$ cat config.mk
export PLATFORM = sky130hd
export DESIGN_NAME = pipe_sub_16b
export DESIGN_NICKNAME = d
export VERILOG_FILES = /design/src/rtl/pipe_sub_16b_pkg.sv /design/src/rtl/sub_pg_3b.sv /design/src/rtl/pipe_sub_16b.sv
export SDC_FILE = /design/constraint.sdc
export NUM_CORES = 1
export LEC_CHECK = 0
export CAP_MARGIN = 5
export CELL_PAD_IN_SITES_DETAIL_PLACEMENT = 1
export CELL_PAD_IN_SITES_GLOBAL_PLACEMENT = 2
export CORE_ASPECT_RATIO = 0.7
export CORE_MARGIN = 2
export CORE_UTILIZATION = 35
export CTS_BUF_LIST = sky130_fd_sc_hd__clkbuf_8
export DETAILED_ROUTE_END_ITERATION = 10
export HOLD_SLACK_MARGIN = 0.06
export PLACE_DENSITY_LB_ADDON = 0.1
export SETUP_SLACK_MARGIN = 0.15
export SLEW_MARGIN = 20
export SYNTH_ARGS = -nofsm -noshare
export SYNTH_HDL_FRONTEND = slang
export SYNTH_SLANG_ARGS = --single-unit
$ cat constraint.sdc
create_clock -name clk -period 5.2 [get_ports clk]
set_input_delay 1.04 -clock clk [delete_from_list [all_inputs] [get_ports clk]]
set_output_delay 1.04 -clock clk [all_outputs]
set_load 0.02 [all_outputs]
$ cat src/rtl/pipe_sub_16b_pkg.sv
// Shared widths, carry-skip group sizes and the stage-1 register record for pipe_sub_16b.
package pipe_sub_16b_pkg;

  localparam int unsigned DATA_W = 16;
  localparam int unsigned SPLIT  = 8;
  localparam int unsigned HI_W   = DATA_W - SPLIT;
  localparam int unsigned G0_W   = 3;
  localparam int unsigned G1_W   = 3;
  localparam int unsigned G2_W   = 2;

  // Upper operand halves, borrow out of bit 7 and the finished low difference byte
  typedef struct packed {
    logic [HI_W-1:0]  a_hi;
    logic [HI_W-1:0]  b_hi;
    logic             borrow;
    logic [SPLIT-1:0] d_lo;
  } s1_t;

endpackage

$ cat src/rtl/sub_pg_3b.sv
// Ripple slice of up to 3 bits: sum bits plus group propagate/generate for carry-skip.
module sub_pg_3b #(
  parameter int unsigned W = 3
) (
  input  logic [W-1:0] x,
  input  logic [W-1:0] y,
  input  logic         cin,
  output logic [W-1:0] s,
  output logic         p,
  output logic         g
);

  // g is the slice carry-out assuming a zero carry-in
  always_comb begin : ripple
    logic c;
    logic gc;
    c  = cin;
    gc = 1'b0;
    p  = 1'b1;
    s  = '0;
    for (int i = 0; i < int'(W); i++) begin
      s[i] = x[i] ^ y[i] ^ c;
      c    = (x[i] & y[i]) | ((x[i] ^ y[i]) & c);
      gc   = (x[i] & y[i]) | ((x[i] ^ y[i]) & gc);
      p    = p & (x[i] ^ y[i]);
    end
    g = gc;
  end

endmodule

$ cat src/rtl/pipe_sub_16b.sv
// Two-stage valid/ready 16-bit subtractor: low byte in stage 1, high byte and flags in stage 2.
module pipe_sub_16b
  import pipe_sub_16b_pkg::*;
(
  input  logic              clk,
  input  logic              rst,
  input  logic              in_valid,
  output logic              in_ready,
  input  logic [DATA_W-1:0] a,
  input  logic [DATA_W-1:0] b,
  input  logic              bin,
  output logic              out_valid,
  input  logic              out_ready,
  output logic [DATA_W-1:0] d,
  output logic              bout,
  output logic              ovf
);

  localparam int unsigned G01_W = G0_W + G1_W;

  s1_t  s1;
  logic v1;
  logic adv2;

  logic [1:0][SPLIT-1:0] sx;
  logic [1:0][SPLIT-1:0] sy;
  logic [1:0][SPLIT-1:0] ss;
  logic [1:0]            scin;
  logic [1:0]            scout;

  // Subtraction as a + ~b + ~borrow; index 0 is the low byte, index 1 the high byte
  assign sx[0]   = a[SPLIT-1:0];
  assign sy[0]   = ~b[SPLIT-1:0];
  assign scin[0] = ~bin;
  assign sx[1]   = s1.a_hi;
  assign sy[1]   = ~s1.b_hi;
  assign scin[1] = ~s1.borrow;

  for (genvar k = 0; k < 2; k++) begin : g_slice
    logic [2:0] gp;
    logic [2:0] gg;
    logic       c1;
    logic       c2;

    sub_pg_3b #(.W(G0_W)) u_g0 (
      .x   (sx[k][G0_W-1:0]),
      .y   (sy[k][G0_W-1:0]),
      .cin (scin[k]),
      .s   (ss[k][G0_W-1:0]),
      .p   (gp[0]),
      .g   (gg[0])
    );

    assign c1 = gp[0] ? scin[k] : gg[0];

    sub_pg_3b #(.W(G1_W)) u_g1 (
      .x   (sx[k][G01_W-1:G0_W]),
      .y   (sy[k][G01_W-1:G0_W]),
      .cin (c1),
      .s   (ss[k][G01_W-1:G0_W]),
      .p   (gp[1]),
      .g   (gg[1])
    );

    assign c2 = gp[1] ? c1 : gg[1];

    sub_pg_3b #(.W(G2_W)) u_g2 (
      .x   (sx[k][SPLIT-1:G01_W]),
      .y   (sy[k][SPLIT-1:G01_W]),
      .cin (c2),
      .s   (ss[k][SPLIT-1:G01_W]),
      .p   (gp[2]),
      .g   (gg[2])
    );

    assign scout[k] = gp[2] ? c2 : gg[2];
  end

  // Stage 2 moves when empty or draining; stage 1 when empty or moving into stage 2
  assign adv2     = ~out_valid | out_ready;
  assign in_ready = ~v1 | adv2;

  always_ff @(posedge clk) begin
    if (rst) begin
      v1 <= 1'b0;
    end else if (in_ready) begin
      v1 <= in_valid;
    end
  end

  always_ff @(posedge clk) begin
    if (in_ready && in_valid) begin
      s1.a_hi   <= a[DATA_W-1:SPLIT];
      s1.b_hi   <= b[DATA_W-1:SPLIT];
      s1.borrow <= ~scout[0];
      s1.d_lo   <= ss[0];
    end
  end

  always_ff @(posedge clk) begin
    if (rst) begin
      out_valid <= 1'b0;
      d         <= '0;
      bout      <= 1'b0;
      ovf       <= 1'b0;
    end else if (adv2) begin
      out_valid <= v1;
      if (v1) begin
        d    <= {ss[1], s1.d_lo};
        bout <= ~scout[1];
        ovf  <= (s1.a_hi[HI_W-1] ^ s1.b_hi[HI_W-1]) & (ss[1][SPLIT-1] ^ s1.a_hi[HI_W-1]);
      end
    end
  end

endmodule

==> summary.md, run 1 <==
| Metric | Value |
|---|---|
| PD cells | 272.3 nW/um2 |
| I/O Pins | 57 |
| Row cnt | 24 |
| Die width | 99.75 um |
| Crit Reg-Reg Endpoint | d[13]$_SDFFE_PP0P_ |
| Syn_nets | 260 |
| Crit path capture | in_ready |
| RSZ-0062 raised after global routing | false |
| Drt first pass iters | 4 |
| Worst vdd ir | around 150 uV |
| First-pass GRT wire length | 7493 um |
| Post-synth cell types | 35 |
| Final Critical Period | 3.336 ns |
| Gpl congestion | 0.7393 |
| Hold Path Class | flip-flop to flip-flop |
| Vias in the first global route | 1561 |
| Synth area leader | edfxtp_1 |
| GR peak layer | met2 |
| Die Area | 7084 um2 |
| Hold-fix buffers, CTS | 0 |
| Total power | 805.0 uW |
| Critical Path AT | 2.30 ns |
| DP Wirelength | roughly 3400 um |
| CP bufs+invs | 2 |
| M3 GR Usage | 4.150% |
| Pleak | about 1.2 nW |
| CTS buffer count | 5 |
| Routed WL per cell | between 10 and 15 um |
| Clk buf depth | 2 |
| Ys async rst share | 0% |
| Crit-path cells | clkdlybuf4s50_1 -> nor2b_1 -> nand2_1 -> clkdlybuf4s50_1 |
| H-tree Lvls | 2 |
| Clock root buffer | clkbuf_8 |
| Number of synthesized register bits | 45 |
| Nets | 318 |
| Clk_skew | about 0.010 ns |
| FF-to-FF Start | s1[9]$_DFFE_PP_ |
| Clock transition at path regs | 0.09 ns |
| Path depth of the worst reg2reg path | 9 |
| Final Hold Fails | 0 |
| Ant. Diodes | 0 |
| CP most frequent cell | clkdlybuf4s50_1 |
| Cell family with most CP delay | buffers and inverters |
| Sw Pwr | 216.0 uW |
| Number of flops mapped to enable cells by yosys | 25 |
| Commonest cells post-synth | inv_1 (31), edfxtp_1 (25), nand2_1 (24) |
| Port Buf Inserts | 56 |
| Worst Path Max Fanout | 3 |
| Fin. max-slew vios | 0 |
| Post-Syn Area | 2246 um2 |
| Flop-to-flop setup slack | 2.61 ns |
| Setup violations, final | 0 |
| TritonCTS clock tree | built |
| CP startpoint | out_ready |
| Pin count of the biggest net entering global routing | 24 |
| Layout cells sized above 1 | 5.859% |
| Synth warn | 0 |
| Worst path required time | 4.16 ns |
| WHS Path Cells | 2 |
| Cell count along the critical path | 4 |
| Post-route ant nets | 0 |
| Vias post-DR | 1534 |
| GR Util met1 | a little under a fifth |
| Post-Route WL | roughly 4400 um |
| Slew @ Worst Pin | 0.8081 ns |
| Crit path capture type | output port |
| Non-filler cells in the finished layout | 334 |
| Slowest CP cell | clkdlybuf4s50_1 |
| GR Overflow Total | 0 |
| Crit Path Category | input port to output port |
| Reg power frac | 52.4% |
| Ranking of synthesized cells by area | edfxtp_1 (33%), dfxtp_1 (18%), fa_1 (8.9%), ha_1 (8.9%), inv_1 (5.2%) |
| Setup_tns | 0 ns |
| Switching share of power | 26.83% |
| Syn Inst Count | 197 |
| Internal | 589.0 uW |
| Via density | 4.593 |
| Placed insts | 326 |
| Worst skew pair latency | 0.30 ns |
| Starting Density | a little over a third |
| Nature of the critical path startpoint | input port |
| Slew headroom | 45.96% |
| DRC viols | 0 |
| Initial DRC count | 46 |
| Register area share after synthesis | 51.25% |
| Clock Power Share | 26.5% |
| Die height | 71.02 um |
| Tcrit/Tclk final | 64.16% |
| Met2 Use GR | between 20% and 30% |
| Area growth, synth to finish | 31.64% |
| Top FF cell, synth | edfxtp_1 |
| Worst path max stage delay | 0.54 ns |
| Fmax | around 0.3 GHz |
| Top cell type's share of synthesized area | 33.43% |
| Most numerous cell in the Yosys netlist | inv_1 |
| Synthesized area per cell | 11.40 um2 |
| Comb pwr share | a little over a fifth |
| Sink Count | 45 |
| Area of the core | 6216 um2 |
| Placement Setup Slack | 1.817 ns |
| Total GRT Usage | 13.80% |
| Status | finished, final reports clean |
| Cts repair resizes | 0 |
| Initial antenna violation count | 0 |
| Post-CTS Setup Bufs | 0 |
| Final WS setup | 1.864 ns |
| MaxCap Viol Count | 0 |
worst min path at each step:
stage                 startpoint           endpoint
6_report       d[7]$_SDFFE_PP0P_  d[7]$_SDFFE_PP0P_
5_1_grt        d[5]$_SDFFE_PP0P_  d[5]$_SDFFE_PP0P_
4_1_cts        d[2]$_SDFFE_PP0P_  d[2]$_SDFFE_PP0P_
3_5_place_dp   d[2]$_SDFFE_PP0P_  d[2]$_SDFFE_PP0P_
3_3_place_gp   d[0]$_SDFFE_PP0P_  d[0]$_SDFFE_PP0P_
2_1_floorplan    s1[0]$_DFFE_PP_  d[0]$_SDFFE_PP0P_
tightest hold or removal path, cell delays in order, from the launching register on:
cell and delay [ns]:
dfxtp_1 0.32, nand2_1 0.05, a21oi_1 0.05
layout make-up:
class,count,area (um2)
multi-input combinational,115,935.9
timing repair buffer,57,568.0
fill,678,3259
sequential,45,1151
clock buffer,5,68.82
clock inverter,3,18.77
inverter,31,116.4
tap,78,97.59
power groups by stage:
stage | Clock, mW | Sequential, mW | Combinational, mW
after global routing | 0.238 | 0.425 | 0.194
after floorplan | 0 | 0.439 | 0.0906
after CTS | 0.223 | 0.422 | 0.175
after global placement | 0 | 0.429 | 0.171
final | 0.213 | 0.422 | 0.170
after detailed placement | 0 | 0.430 | 0.174
registers in the layout, summed over array words and instances, names as in the netlist:
| name | count |
|---|---|
| out_valid | 1 |
| v1 | 1 |
| d | 16 |
| s1 | 25 |
| bout | 1 |
| ovf | 1 |
routing by layer:
layer	share of wire [%]	wire (um)
met5	0	0
met4	0.97	43
met3	4.6	204
met2	44	1954
met1	50	2234
cells in the final DEF, fill, tap and decap left out, types with 10 or more instances in the layout:
master           count
inv_1               32
edfxtp_1            25
ha_1                16
nor2_1              13
fa_1                10
clkdlybuf4s50_1     56
a21oi_1             13
dfxtp_1             20
nand2_1             24
cell families after synthesis:
logic type | share of synthesized area [%]
DFF | 51.25
AOI/OAI and AO/OA | 11.31
xor gates and xnor gates | 2.730
adders and majority gates | 17.83
buffers and inverters | 7.075
muxes | 0.4457
and+or+nand+nor | 9.360
metrics by stage:
step	util [%]	cell area [um2]	hold WS (ns)
floorplan	-	2246	0.4713
global placement	46.16	2869	0.4419
detailed placement	46.16	2869	0.4485
CTS	47.56	2957	0.4613
global route	47.56	2957	0.4848
finish	47.56	2957	0.4593
No activity file was read; power rests on OpenSTA's default activity.
==> inputs of run 2 (changes only) <==
- CORE_UTILIZATION: 35 -> 32
- clock period: 5.2 -> 3.4 ns (I/O delays scaled with it)
==> run 2 against run 1 <==
Clock skew down 0.0010 ns. First-iteration DRC count down 28%. Sequential share of layout area down 0.71 points. Clock-buffer cell count unchanged. Power up 62%. Die area up 8.9%. Combinational power up 55%. Worst hold slack worse by 0.0032 ns.
==> summary.md, run 2 (synthesis gave the netlist of run 1 again) <==
| Metric | Value |
|---|---|
| Crit Path Category | input port to flip-flop |
| Die Area | 7715 um2 |
| Clock root buffer | clkbuf_8 |
| Largest Register | s1 |
| Drt first pass iters | 4 |
| Total power | 1.303 mW |
| Hold Path Class | flip-flop to flip-flop |
| MaxCap Viol Count | 0 |
| Cts repair resizes | 0 |
| DP Wirelength | 3591 um |
| Initial antenna violation count | 0 |
| Placed Instance Area | 2904 um2 |
| TritonCTS clock tree | built |
| Slew @ Worst Pin | 0.4677 ns |
| Clk buf depth | 2 |
| Nets | 320 |
| Crit path capture type | flip-flop |
| Pin count of the biggest net entering global routing | 24 |
| Ant. Diodes | 0 |
| Area of the core | a little under 7000 um2 |
| Worst path required time | 3.44 ns |
| Initial DRC count | 33 |
| Worst vdd ir | 173.4 uV |
| Pleak | 1.225 nW |
| Final Hold Fails | 0 |
| Max reg flops | 25 |
| Worst path max stage delay | 0.51 ns |
| Leading cell type in the layout, fill and taps excluded | clkdlybuf4s50_1 |
| Routed WL per cell | 12.83 um |
| Clock transition at path regs | 0.08 ns |
| Non-filler cells in the finished layout | about 350 |
| Placement Setup Slack | 0.4043 ns |
| Starting Density | 33.09% |
| Worst skew pair latency | 0.29 ns |
| First-pass GRT wire length | 7928 um |
| Post-CTS Setup Bufs | 0 |
| Post-Route WL | between 4000 and 5000 um |
| Hold-fix buffers, CTS | 0 |
| GR Overflow Total | 0 |
| Slew headroom | 68.72% |
| Worst hold slack | 0.4561 ns |
| Fin. max-slew vios | 0 |
| CTS buffer count | 5 |
| Final Util | 44.37% |
| Post-route cell area | 3012 um2 |
| Gpl congestion | 0.6953 |
| Die width | around 100 um |
| Crit-path cells | clkdlybuf4s50_1 -> inv_1 -> ha_1 -> o21a_1 -> o311ai_4 -> fa_1 -> fa_1 -> xnor2_1 |
| Total GRT Usage | 13.22% |
| Port Buf Inserts | 56 |
| Slowest CP cell | clkdlybuf4s50_1 |
| DRC viols | 0 |
| Worst Path Max Fanout | 2 |
| Nature of the critical path startpoint | input port |
| RSZ-0062 raised after global routing | false |
| Clk_skew | 0.009177 ns |
| Status | finished, final reports clean |
| H-tree Lvls | 2 |
| Final Critical Period | 2.674 ns |
| Vias post-DR | 1545 |
| Most frequent cells in the layout | clkdlybuf4s50_1 (56), inv_1 (32), edfxtp_1 (25), nand2_1 (24), dfxtp_1 (20) |
| Critical Path AT | 2.72 ns |
| Sink Count | 45 |
| Setup violations, final | 0 |
| Largest regs | s1: 25 flops, d: 16 flops |
| Final WS setup | approximately 0.73 ns |
| Tcrit/Tclk final | between 70% and 80% |
| Via density | approximately 4.4 |
| PD cells | 432.8 nW/um2 |
| Area growth, synth to finish | 34.09% |
| Post-route ant nets | 0 |
| WHS Path Cells | 2 |
| Setup_tns | 0 ns |
| Placed insts | 344 |
| Row cnt | 25 |
| I/O Pins | 57 |
| Path depth of the worst reg2reg path | 9 |
| Fmax | 0.3739 GHz |
| CP most frequent cell | fa_1 |
| Vias in the first global route | around 1700 |
| Die height | 74.09 um |
| Layout cells sized above 1 | 6.589% |
## run 2: cell count changes in the layout (fill, tap and decap cells not counted)
cell,delta
buf_4,+2
clkinvlp_4,-2
bufinv_16,+1
clkinv_2,+1
## run 2: path summary, 6_finish.rpt
path	end	startpoint	slack, ns
hold reg to reg	d[15]$_SDFFE_PP0P_	d[15]$_SDFFE_PP0P_	0.46
setup reg to reg	d[13]$_SDFFE_PP0P_	s1[9]$_DFFE_PP_	0.81
hold / removal	d[15]$_SDFFE_PP0P_	d[15]$_SDFFE_PP0P_	0.46
setup / recovery	s1[5]$_DFFE_PP_	b[0]	0.73
## run 2: cell type report
type                            count  area, um2
Inverter                           31      116.4
Timing Repair Buffer               59      583.1
Clock buffer                        5      68.82
Tap cell                           94      117.6
Clock inverter                      3      38.79
Multi-Input combinational cell    115      935.9
Fill cell                         751       3776
Sequential cell                    45       1151
## run 2: critical path, delay by kind of cell
kind	cells	cell delay (ns)
XOR/XNOR	1	0.14
buffers and inverters	2	0.57
AO/OA/AOI/OAI	2	0.28
adder cells (fa/ha/maj)	3	1.05
## run 2: report_power, final
group	leakage, nW	internal [mW]	switching (mW)
Combinational	0.757	0.137	0.126
Clock	0.0593	0.215	0.181
Sequential	0.408	0.624	0.0199
Total	1.22	0.976	0.328
## run 2: layer usage
metal / GRT usage, % / share of wire, %
met1: 17.23 / 51
met2: 22.30 / 45
met3: 3.506 / 3.1
met4: 3.604 / 0.38
met5: 0 / 0
==> inputs of run 3 (changes only) <==
- clock period: 3.4 -> 2.5 ns (I/O delays scaled with it)
==> run 3 against run 2 <==
Via count rose by 3.5%. Sequential power rose by 36%. Routed wire length rose by 4.4%. Sequential cell count did not move. Cell area rose by 5.5%. Non-clock buffer count rose by 12. Largest cell class unchanged. Final cell count rose by 3.4%.
==> summary.md, run 3 (synthesis gave the netlist of run 1 again) <==
| Metric | Value |
|---|---|
| Crit-path cells | ha_4 -> o21ai_0 -> a221o_1 -> fa_2 -> fa_2 -> xnor2_1 -> nand2_1 -> a21oi_2 |
| CP most frequent cell | fa_2 |
| Leading cell type in the layout, fill and taps excluded | clkdlybuf4s50_1 |
| Fillers | 751 |
| Total power | 1.911 mW |
| Final Critical Period | 2.372 ns |
| Setup_tns | 0 ns |
| Max reg flops | 25 |
| Final Util | between 40% and 50% |
| First-pass GRT wire length | 8093 um |
| Most frequent cells in the layout | clkdlybuf4s50_1 (50), inv_1 (28), edfxtp_1 (25), nand2_1 (24), dfxtp_1 (20) |
| Final Hold Fails | 0 |
| RSZ-0062 raised after global routing | true |
| Gpl congestion | between 0.7 and 0.8 |
| Die width | 104.1 um |
| Worst hold slack | 0.4570 ns |
| Worst path max stage delay | 0.45 ns |
| MaxCap Viol Count | 0 |
| CP bufs+invs | 0 |
| Hold Path Class | flip-flop to flip-flop |
| Clk_skew | 0.006169 ns |
| Crit path capture type | flip-flop |
| Routed WL per cell | 12.95 um |
| Critical Path AT | around 2.6 ns |
| Ant. Diodes | 0 |
| Slew headroom | around 73% |
| Fin. max-slew vios | 0 |
| Crit Path Category | flip-flop to flip-flop |
| Clk buf depth | 2 |
| Post-route ant nets | 0 |
| DP Wirelength | 3634 um |
| Die Area | 7715 um2 |
| Setup violations, final | 0 |
| Worst path required time | 2.74 ns |
| Largest Register | s1 |
| Port Buf Inserts | 56 |
| Largest regs | s1: 25 flops, d: 16 flops |
| PD cells | between 600 and 700 nW/um2 |
| Cell family with most CP delay | adder cells |
| Placed Instance Area | slightly below 3000 um2 |
| Sink Count | 45 |
| Pin count of the biggest net entering global routing | 24 |
| Nets | about 330 |
| Hold-fix buffers, CTS | 0 |
| Nature of the critical path startpoint | flip-flop |
| Vias in the first global route | 1673 |
| I/O Pins | 57 |
| Worst vdd ir | just over 200 uV |
| Via density | 4.393 |
| Initial DRC count | 27 |
| Area of the core | 6788 um2 |
| Slowest CP cell | edfxtp_1 |
| Die height | around 74 um |
| Placed insts | 354 |
| Status | finished, final reports clean |
| Worst Path Max Fanout | 3 |
| Non-filler cells in the finished layout | 364 |
| Total GRT Usage | 13.48% |
| Worst skew pair latency | 0.30 ns |
| Final WS setup | 0.1280 ns |
| Clock root buffer | clkbuf_8 |
| Tcrit/Tclk final | 94.88% |
| Layout cells sized above 1 | 15.56% |
| Row cnt | 25 |
| Initial antenna violation count | 0 |
| Post-Route WL | roughly 4700 um |
| Vias post-DR | 1599 |
| CTS buffer count | 5 |
| Post-route cell area | about 3200 um2 |
| Slew @ Worst Pin | 0.3975 ns |
| Clock transition at path regs | about 0.09 ns |
| Placement Setup Slack | -0.2624 ns |
| Drt first pass iters | 3 |
| H-tree Lvls | 2 |
| Starting Density | 33.09% |
| TritonCTS clock tree | built |
| GR Overflow Total | 0 |
| Area growth, synth to finish | 41.45% |
| DRC viols | 0 |
| Pleak | 1.293 nW |
| Fmax | 0.4216 GHz |
-- run 3: cell types whose count changed in the layout (fill, tap and decap cells not counted), moves of 4 or more --
cell             change
buf_4               +12
clkdlybuf4s50_1      -6
dlygate4sd2_1        +6
fa_1                 -5
fa_2                 +5
inv_1                -4
-- run 3: path summary, 6_finish.rpt --
| path | slack (ns) | startpoint | to | cells after the start |
|---|---|---|---|---|
| max | 0.13 | s1[18]$_DFFE_PP_ | d[13]$_SDFFE_PP0P_ | 8 |
| max reg2reg | 0.13 | s1[18]$_DFFE_PP_ | d[13]$_SDFFE_PP0P_ | 8 |
| min reg2reg | 0.46 | d[6]$_SDFFE_PP0P_ | d[6]$_SDFFE_PP0P_ | 2 |
| min | 0.46 | d[6]$_SDFFE_PP0P_ | d[6]$_SDFFE_PP0P_ | 2 |
-- run 3: repair_timing --
item,4_1_cts,5_1_grt
buffers inserted,1,1
setup endpoints to repair,7,4
pin swaps,16,4
gates resized for setup,16,2
-- run 3: worst register-to-register path: stages (launching register included) --
cell and delay, ns:
edfxtp_1 0.45, ha_4 0.30, o21ai_0 0.07, a221o_1 0.43, fa_2 0.39, fa_2 0.34
xnor2_1 0.14, nand2_1 0.08, a21oi_2 0.12
-- run 3: routing by layer --
metal  GRT usage [%]  wire (um)  vias up
met5               0          0        -
met4           4.505         48        0
met3           3.243        158        6
met2           22.44       2188       30
met1           17.69       2317      765
li1                -          -      798
-- run 3: cell type report --
type	instances	area, um2	share of cell area [%]
Clock inverter	3	65.06	2.048
Clock buffer	5	68.82	2.166
Tap cell	94	117.6	3.702
Inverter	31	116.4	3.663
Sequential cell	45	1151	36.23
Timing Repair Buffer	71	665.6	20.95
Multi-Input combinational cell	115	992.2	31.23
-- run 3: report_power, final --
| group | internal [mW] | switching, mW |
|---|---|---|
| Sequential | 0.848 | 0.0278 |
| Clock | 0.397 | 0.253 |
| Combinational | 0.205 | 0.180 |
==> RTL edit 1, RTL diff (settings of run 1) <==
Put one more register stage on the output `ovf`, without a reset. The value now appears one clock later. The other outputs are not delayed to match.
--- a/src/rtl/pipe_sub_16b.sv
+++ b/src/rtl/pipe_sub_16b.sv
@@ -17,6 +17,8 @@
 );
 
   localparam int unsigned G01_W = G0_W + G1_W;
+
+  logic ovf_s0;
 
   s1_t  s1;
   logic v1;
@@ -102,16 +104,20 @@
       out_valid <= 1'b0;
       d         <= '0;
       bout      <= 1'b0;
-      ovf       <= 1'b0;
+      ovf_s0    <= 1'b0;
     end else if (adv2) begin
       out_valid <= v1;
       if (v1) begin
         d    <= {ss[1], s1.d_lo};
         bout <= ~scout[1];
-        ovf  <= (s1.a_hi[HI_W-1] ^ s1.b_hi[HI_W-1]) & (ss[1][SPLIT-1] ^ s1.a_hi[HI_W-1]);
+        ovf_s0 <= (s1.a_hi[HI_W-1] ^ s1.b_hi[HI_W-1]) & (ss[1][SPLIT-1] ^ s1.a_hi[HI_W-1]);
       end
     end
   end
 
+  always_ff @(posedge clk) begin
+    ovf <= ovf_s0;
+  end
+
 endmodule
 
Check against the original RTL: not equivalent (Yosys sat finds a counterexample within 4 cycles, from zero or initial values and one cycle with rst high).
==> RTL edit 1 against run 1 <==
  * Power is 7.7% higher
  * Sequential cell count is 1 higher
  * Area after synthesis is 0.89% higher
  * Clock skew hardly changed
  * Routed wire length is 1.8% higher
  * Setup slack better by 0.0033 ns
  * Register-to-register slack better by 0.03 ns
  * Final area is 1.4% higher
  * Critical path type unchanged
  * Critical endpoint unchanged
  * Largest power group unchanged
==> RTL edit 1: results (changes against run 1) <==
initial DRC count=20 (-57%); number of warnings reported in the yosys synthesis log=0 (unchanged); layout cell share with drive strength beyond 1=0.06226 (+0.003663); origin of the worst min-delay path=ovf_s0; Worst R2R Setup Slack=2.64 ns (+0.03 ns); multi-input gate share of total cell area=0.3122 (-0.004360); average cell area after synthesis=11.44 µm² (+0.38%); Clk Tree Root Cell=clkbuf_8; cell with the largest stage delay on the worst path=clkdlybuf4s50_1; outcome=complete, no violations; pin count of the biggest net entering global routing=26 (+8.3%); number of non-filler instances in the completed layout=335 (+0.30%); cell types with the highest counts after synthesis=inv_1, edfxtp_1, nand2_1, dfxtp_1, ha_1; pin slew with the least headroom to its limit=0.8401 ns (+0.03205 ns); post-layout net count=319 (+0.31%); gpl congestion=0.7218 (-2.4%); via count of the first global-routing pass=1611 (+3.2%); path type of the worst min-delay path=flip-flop to flip-flop; worst setup slack before clock tree synthesis=1.846 ns (+0.02952 ns); Clock Skews=0.009773 ns (-0.0004120 ns); number of buffers between clock root and the deepest sink=2 (unchanged); synthesized-area fraction occupied by ao, oa, aoi and oai cells=0.1121 (-0.0009992); Post-CTS Setup Bufs=0 (unchanged); count of cells along the worst hold path=0 (-2); worst hold path endpoint=ovf; synth top area cells=edfxtp_1, dfxtp_1, fa_1, ha_1, inv_1; maximum vdd drop=0.1480 mV (-4.1%); net count of the mapped netlist=261 (+0.38%); proportion of register bits with asynchronous set or reset after synthesis=0 (unchanged); clock latency of the later-clocked register in the worst-skew pair=0.31 ns; final routed wirelength across all metal layers=4516 µm (+1.8%); FILL cells=689 (+1.6%); non-clock buffering overhead in the final layout=0.1895 (-0.002646); number of clock sinks=46 (+2.2%); final hold slack=0.3580 ns (-0.1013 ns); Final Power=0.8668 mW (+7.7%); stage delay of the slowest cell on the critical path=0.54 ns (about the same); kind of cell adding the most delay to the critical path=buffers and inverters; global-route wire length before repair=7948 µm (+6.1%); met3 Usage GRT=0.05268 (+0.01118); half-perimeter wire length after placement=3438 µm (-0.13%); vias after detailed routing=1533 (-0.065%); Sw Share=0.2550 (-0.01336); share of the synthesized netlist area taken by xor and xnor gates=0.02706 (-0.0002412); share of synthesized area occupied by flip-flops and latches=0.5168 (+0.004307); initial antenna violation count=0 (unchanged); GR Util All Layers=0.1464 (+0.008396); clock buffer and inverter area fraction after layout=0.03631 (+0.006687); GR met1 Demand/Resource=0.1966 (+0.007712); area of placed instances=0.002889 mm² (+0.70%); share of synthesized area spent on multiplexers=0.004417 (-0.00003938); leakage component of the power=1.222 nW (+2.0%); met2 global-route usage=0.2297 (+0.01647); placed cell count=327 (+0.31%); portion of total power attributed to sequential cells=0.494 (-0.030); number of design rule violations left after detail routing=0 (unchanged); sequential fraction of total cell area=0.3906 (+0.001316); Synth Area in Adders=0.1767 (-0.001575)
-- RTL edit 1: cell types whose count changed in the layout (fill, tap and decap cells not counted), sizes merged --
| cell | run 1 | this run |
|---|---|---|
| bufinv | 0 | 1 |
| inv | 32 | 31 |
| dfxtp | 20 | 21 |
| clkinvlp | 2 | 0 |
| clkinv | 0 | 2 |
-- RTL edit 1: metal layers --
metal / wire [µm] / share of wire / vias to the layer above
met2: 2107 / 0.47 / 27
met4: 38 / 0.0084 / 0
li1: - / - / 777
met5: 0 / 0 / -
met3: 171 / 0.038 / 5
met1: 2198 / 0.49 / 724
-- RTL edit 1: worst max-delay path by stage --
stage              start  slack [ns]        to
2_1_floorplan       b[1]        2.44     s1[4]
3_3_place_gp   out_ready        1.89  in_ready
3_5_place_dp        b[0]        1.85     s1[4]
4_1_cts        out_ready        1.87  in_ready
5_1_grt        out_ready        1.76  in_ready
6_report       out_ready        1.87  in_ready
==> RTL edit 2, RTL diff (config.mk and constraints of run 1) <==
Made on the original files. Make the reset (`rst`) asynchronous in 2 clocked blocks.
--- a/src/rtl/pipe_sub_16b.sv
+++ b/src/rtl/pipe_sub_16b.sv
@@ -80,7 +80,7 @@
   assign adv2     = ~out_valid | out_ready;
   assign in_ready = ~v1 | adv2;
 
-  always_ff @(posedge clk) begin
+  always_ff @(posedge clk or posedge rst) begin
     if (rst) begin
       v1 <= 1'b0;
     end else if (in_ready) begin
@@ -97,7 +97,7 @@
     end
   end
 
-  always_ff @(posedge clk) begin
+  always_ff @(posedge clk or posedge rst) begin
     if (rst) begin
       out_valid <= 1'b0;
       d         <= '0;
Formal check against the unedited RTL: differs if rst is asserted again (counterexample within 4 cycles, from zero or initial values and one cycle with rst high); with rst held inactive, the same outputs for 10 cycles.
==> RTL edit 2 against run 1 <==
  * Routed wire length unchanged
  * Maximum frequency grew 0.51%
  * Sequential cell count unchanged
  * Final area up 1.1%
  * Area after synthesis is 0.72% higher
  * Core utilization rose by 0.31 points
  * Non-clock buffer count down 1
  * Register-to-register slack improved by 0.03 ns
  * Via count is 5.9% lower
  * Die area grew 0.69%
  * Power up 19%
  * Setup slack better by 0.017 ns
  * Critical endpoint unchanged
==> RTL edit 2: results (changes against run 1) <==
half-perimeter wire length after placement=3570 µm (+3.7%); Clock Skews=0.007742 ns (-0.002443 ns); GR Util All Layers=0.1395 (+0.001538); number of levels in the clock H-tree=2 (unchanged); number of synthesized flops with an enable pin=25 (unchanged); routed wirelength normalized by instance count=14.36 µm (+8.1%); pin slew with the least headroom to its limit=0.7824 ns (-0.02565 ns); stage delay of the slowest cell on the critical path=0.62 ns (+0.08 ns); endpoint arrival time on the critical path=2.28 ns (-0.02 ns); share of synthesized area occupied by flip-flops and latches=0.5531 (+0.04056); via count of the first global-routing pass=1640 (+5.1%); layout cell share with drive strength beyond 1=0.09957 (+0.04097); Post-CTS Setup Bufs=0 (unchanged); Sw Share=0.2942 (+0.02590); post-layout net count=293 (-7.9%); Worst-path clk slew=0.08 ns; pin count of the biggest net entering global routing=26 (+8.3%); CTS-repair resized insts=0 (unchanged); Clk Tree Root Cell=clkbuf_8; via density per instance=4.673 (+1.7%); Cell Pwr Density=320.6 mW/mm² (+18%); synth top area cells=edfxtp_1, dfrtp_1, fa_1, ha_1, inv_1; maximum vdd drop=0.1478 mV (-4.3%); main flop type after synthesis=edfxtp_1; number of buffers between clock root and the deepest sink=2 (unchanged); leakage component of the power=1.275 nW (+6.5%); FILL cells=663 (-2.2%); average cell area after synthesis=13.39 µm² (+17%); number of buffers added by the clock tree synthesis step=5 (unchanged); number of warnings reported in the yosys synthesis log=0 (unchanged); most frequent cell after synthesis=inv_1; gpl congestion=0.7998 (+8.2%); largest registers ranked by flip-flop count=s1 x25, d x16; accumulated negative setup slack=0 ns (unchanged); I/O Buffers=56 (unchanged); kind of cell adding the most delay to the critical path=buffers and inverters; post-synthesis cell type count=33 (-5.7%); path type of the worst min-delay path=flip-flop to flip-flop; clock latency of the later-clocked register in the worst-skew pair=0.29 ns; worst setup slack before clock tree synthesis=1.816 ns (-0.001370 ns); initial DRC count=52 (+13%); router iterations before antenna repair=4 (unchanged); cell with the largest stage delay on the worst path=clkdlybuf4s50_1; largest fanout on the critical path=3 (unchanged); global-route wire length before repair=7617 µm (+1.7%); vias after detailed routing=1444 (-5.9%); proportion of register bits with asynchronous set or reset after synthesis=0.4444 (+0.4444); placed cell count=301 (-7.7%); count of inserted antenna diode cells=0 (unchanged); initial antenna violation count=0 (unchanged); cell types with the highest counts after synthesis=inv_1, edfxtp_1, dfrtp_1, ha_1; outcome=complete, no violations; net count of the mapped netlist=232 (-11%)
==> RTL edit 2: changes by cell type after synthesis, moves of 2 or more <==
cell      change
o21ai_0       +7
a211oi_1      -5
mux2_2        +9
xnor2_1       -2
xor2_1        +2
buf_6         -2
dfrtp_1      +20
nand2b_1      +2
nand2_1      -16
a21oi_1      -11
dfxtp_1      -20
clkbuf_1      -2
nor2_1       -10
==> RTL edit 2: path summary, 6_finish.rpt <==
kind | startpoint | cells after the start | endpoint | slack [ns]
min in group asynchronous | rst | 2 | d[14] | 1.19
max reg2reg | s1[9] | 8 | d[13] | 2.64
max in group asynchronous | rst | 2 | d[4] | 3.52
min | s1[5] | 1 | d[5] | 0.48
max | out_ready | 3 | in_ready | 1.88
min reg2reg | s1[5] | 1 | d[5] | 0.48
==> RTL edit 2: final cells by class <==
type	instances	area, µm²	area share
Tap cell	78	97.59	0.03264
Timing Repair Buffer	56	560.5	0.1874
Multi-Input combinational cell	90	879.6	0.2941
Clock buffer	5	68.82	0.02301
Clock inverter	3	12.51	0.004184
Inverter	32	120.1	0.04017
Sequential cell	45	1251	0.4184
==> RTL edit 2: power groups by stage <==
stage	logic (mW)	registers (mW)	clock network [mW]
floorplan	0.110	0.515	0
global placement	0.285	0.474	0
detailed placement	0.295	0.475	0
CTS	0.297	0.468	0.213
global route	0.320	0.474	0.229
finish	0.290	0.466	0.203
==> RTL edit 2: cell families after synthesis <==
logic type	share of synthesized area
compound gates	0.08684
buf+inv	0.05863
fa+ha+maj	0.1770
xor+xnor	0.02710
flops	0.5531
mux	0.04480
simple gates	0.05255
==> RTL edit 2: worst reg2reg max path, cell delays in order (launching register included) <==
cell      delay [ns]
edfxtp_1        0.39
inv_1           0.06
ha_1            0.30
and3_1          0.19
a221o_1         0.36
fa_1            0.46
fa_1            0.42
xor2_1          0.15
o21ai_0         0.16
==> RTL edit 2: layer usage <==
metal / vias to the layer above / global-route usage / wire (µm)
li1: 689 / - / -
met1: 717 / 0.1653 / 1865
met2: 33 / 0.2545 / 2336
met3: 5 / 0.03610 / 199
met4: 0 / 0.03653 / 36
met5: - / 0 / 0
==> RTL edit 2: metrics by stage <==
stage | area (µm²) | hold WS, ns
floorplan | 2262 | 0.4553
global placement | 2908 | 0.4595
global route | 2990 | 0.5024
CTS | 2990 | 0.4900
detailed placement | 2909 | 0.4715
finish | 2990 | 0.4848
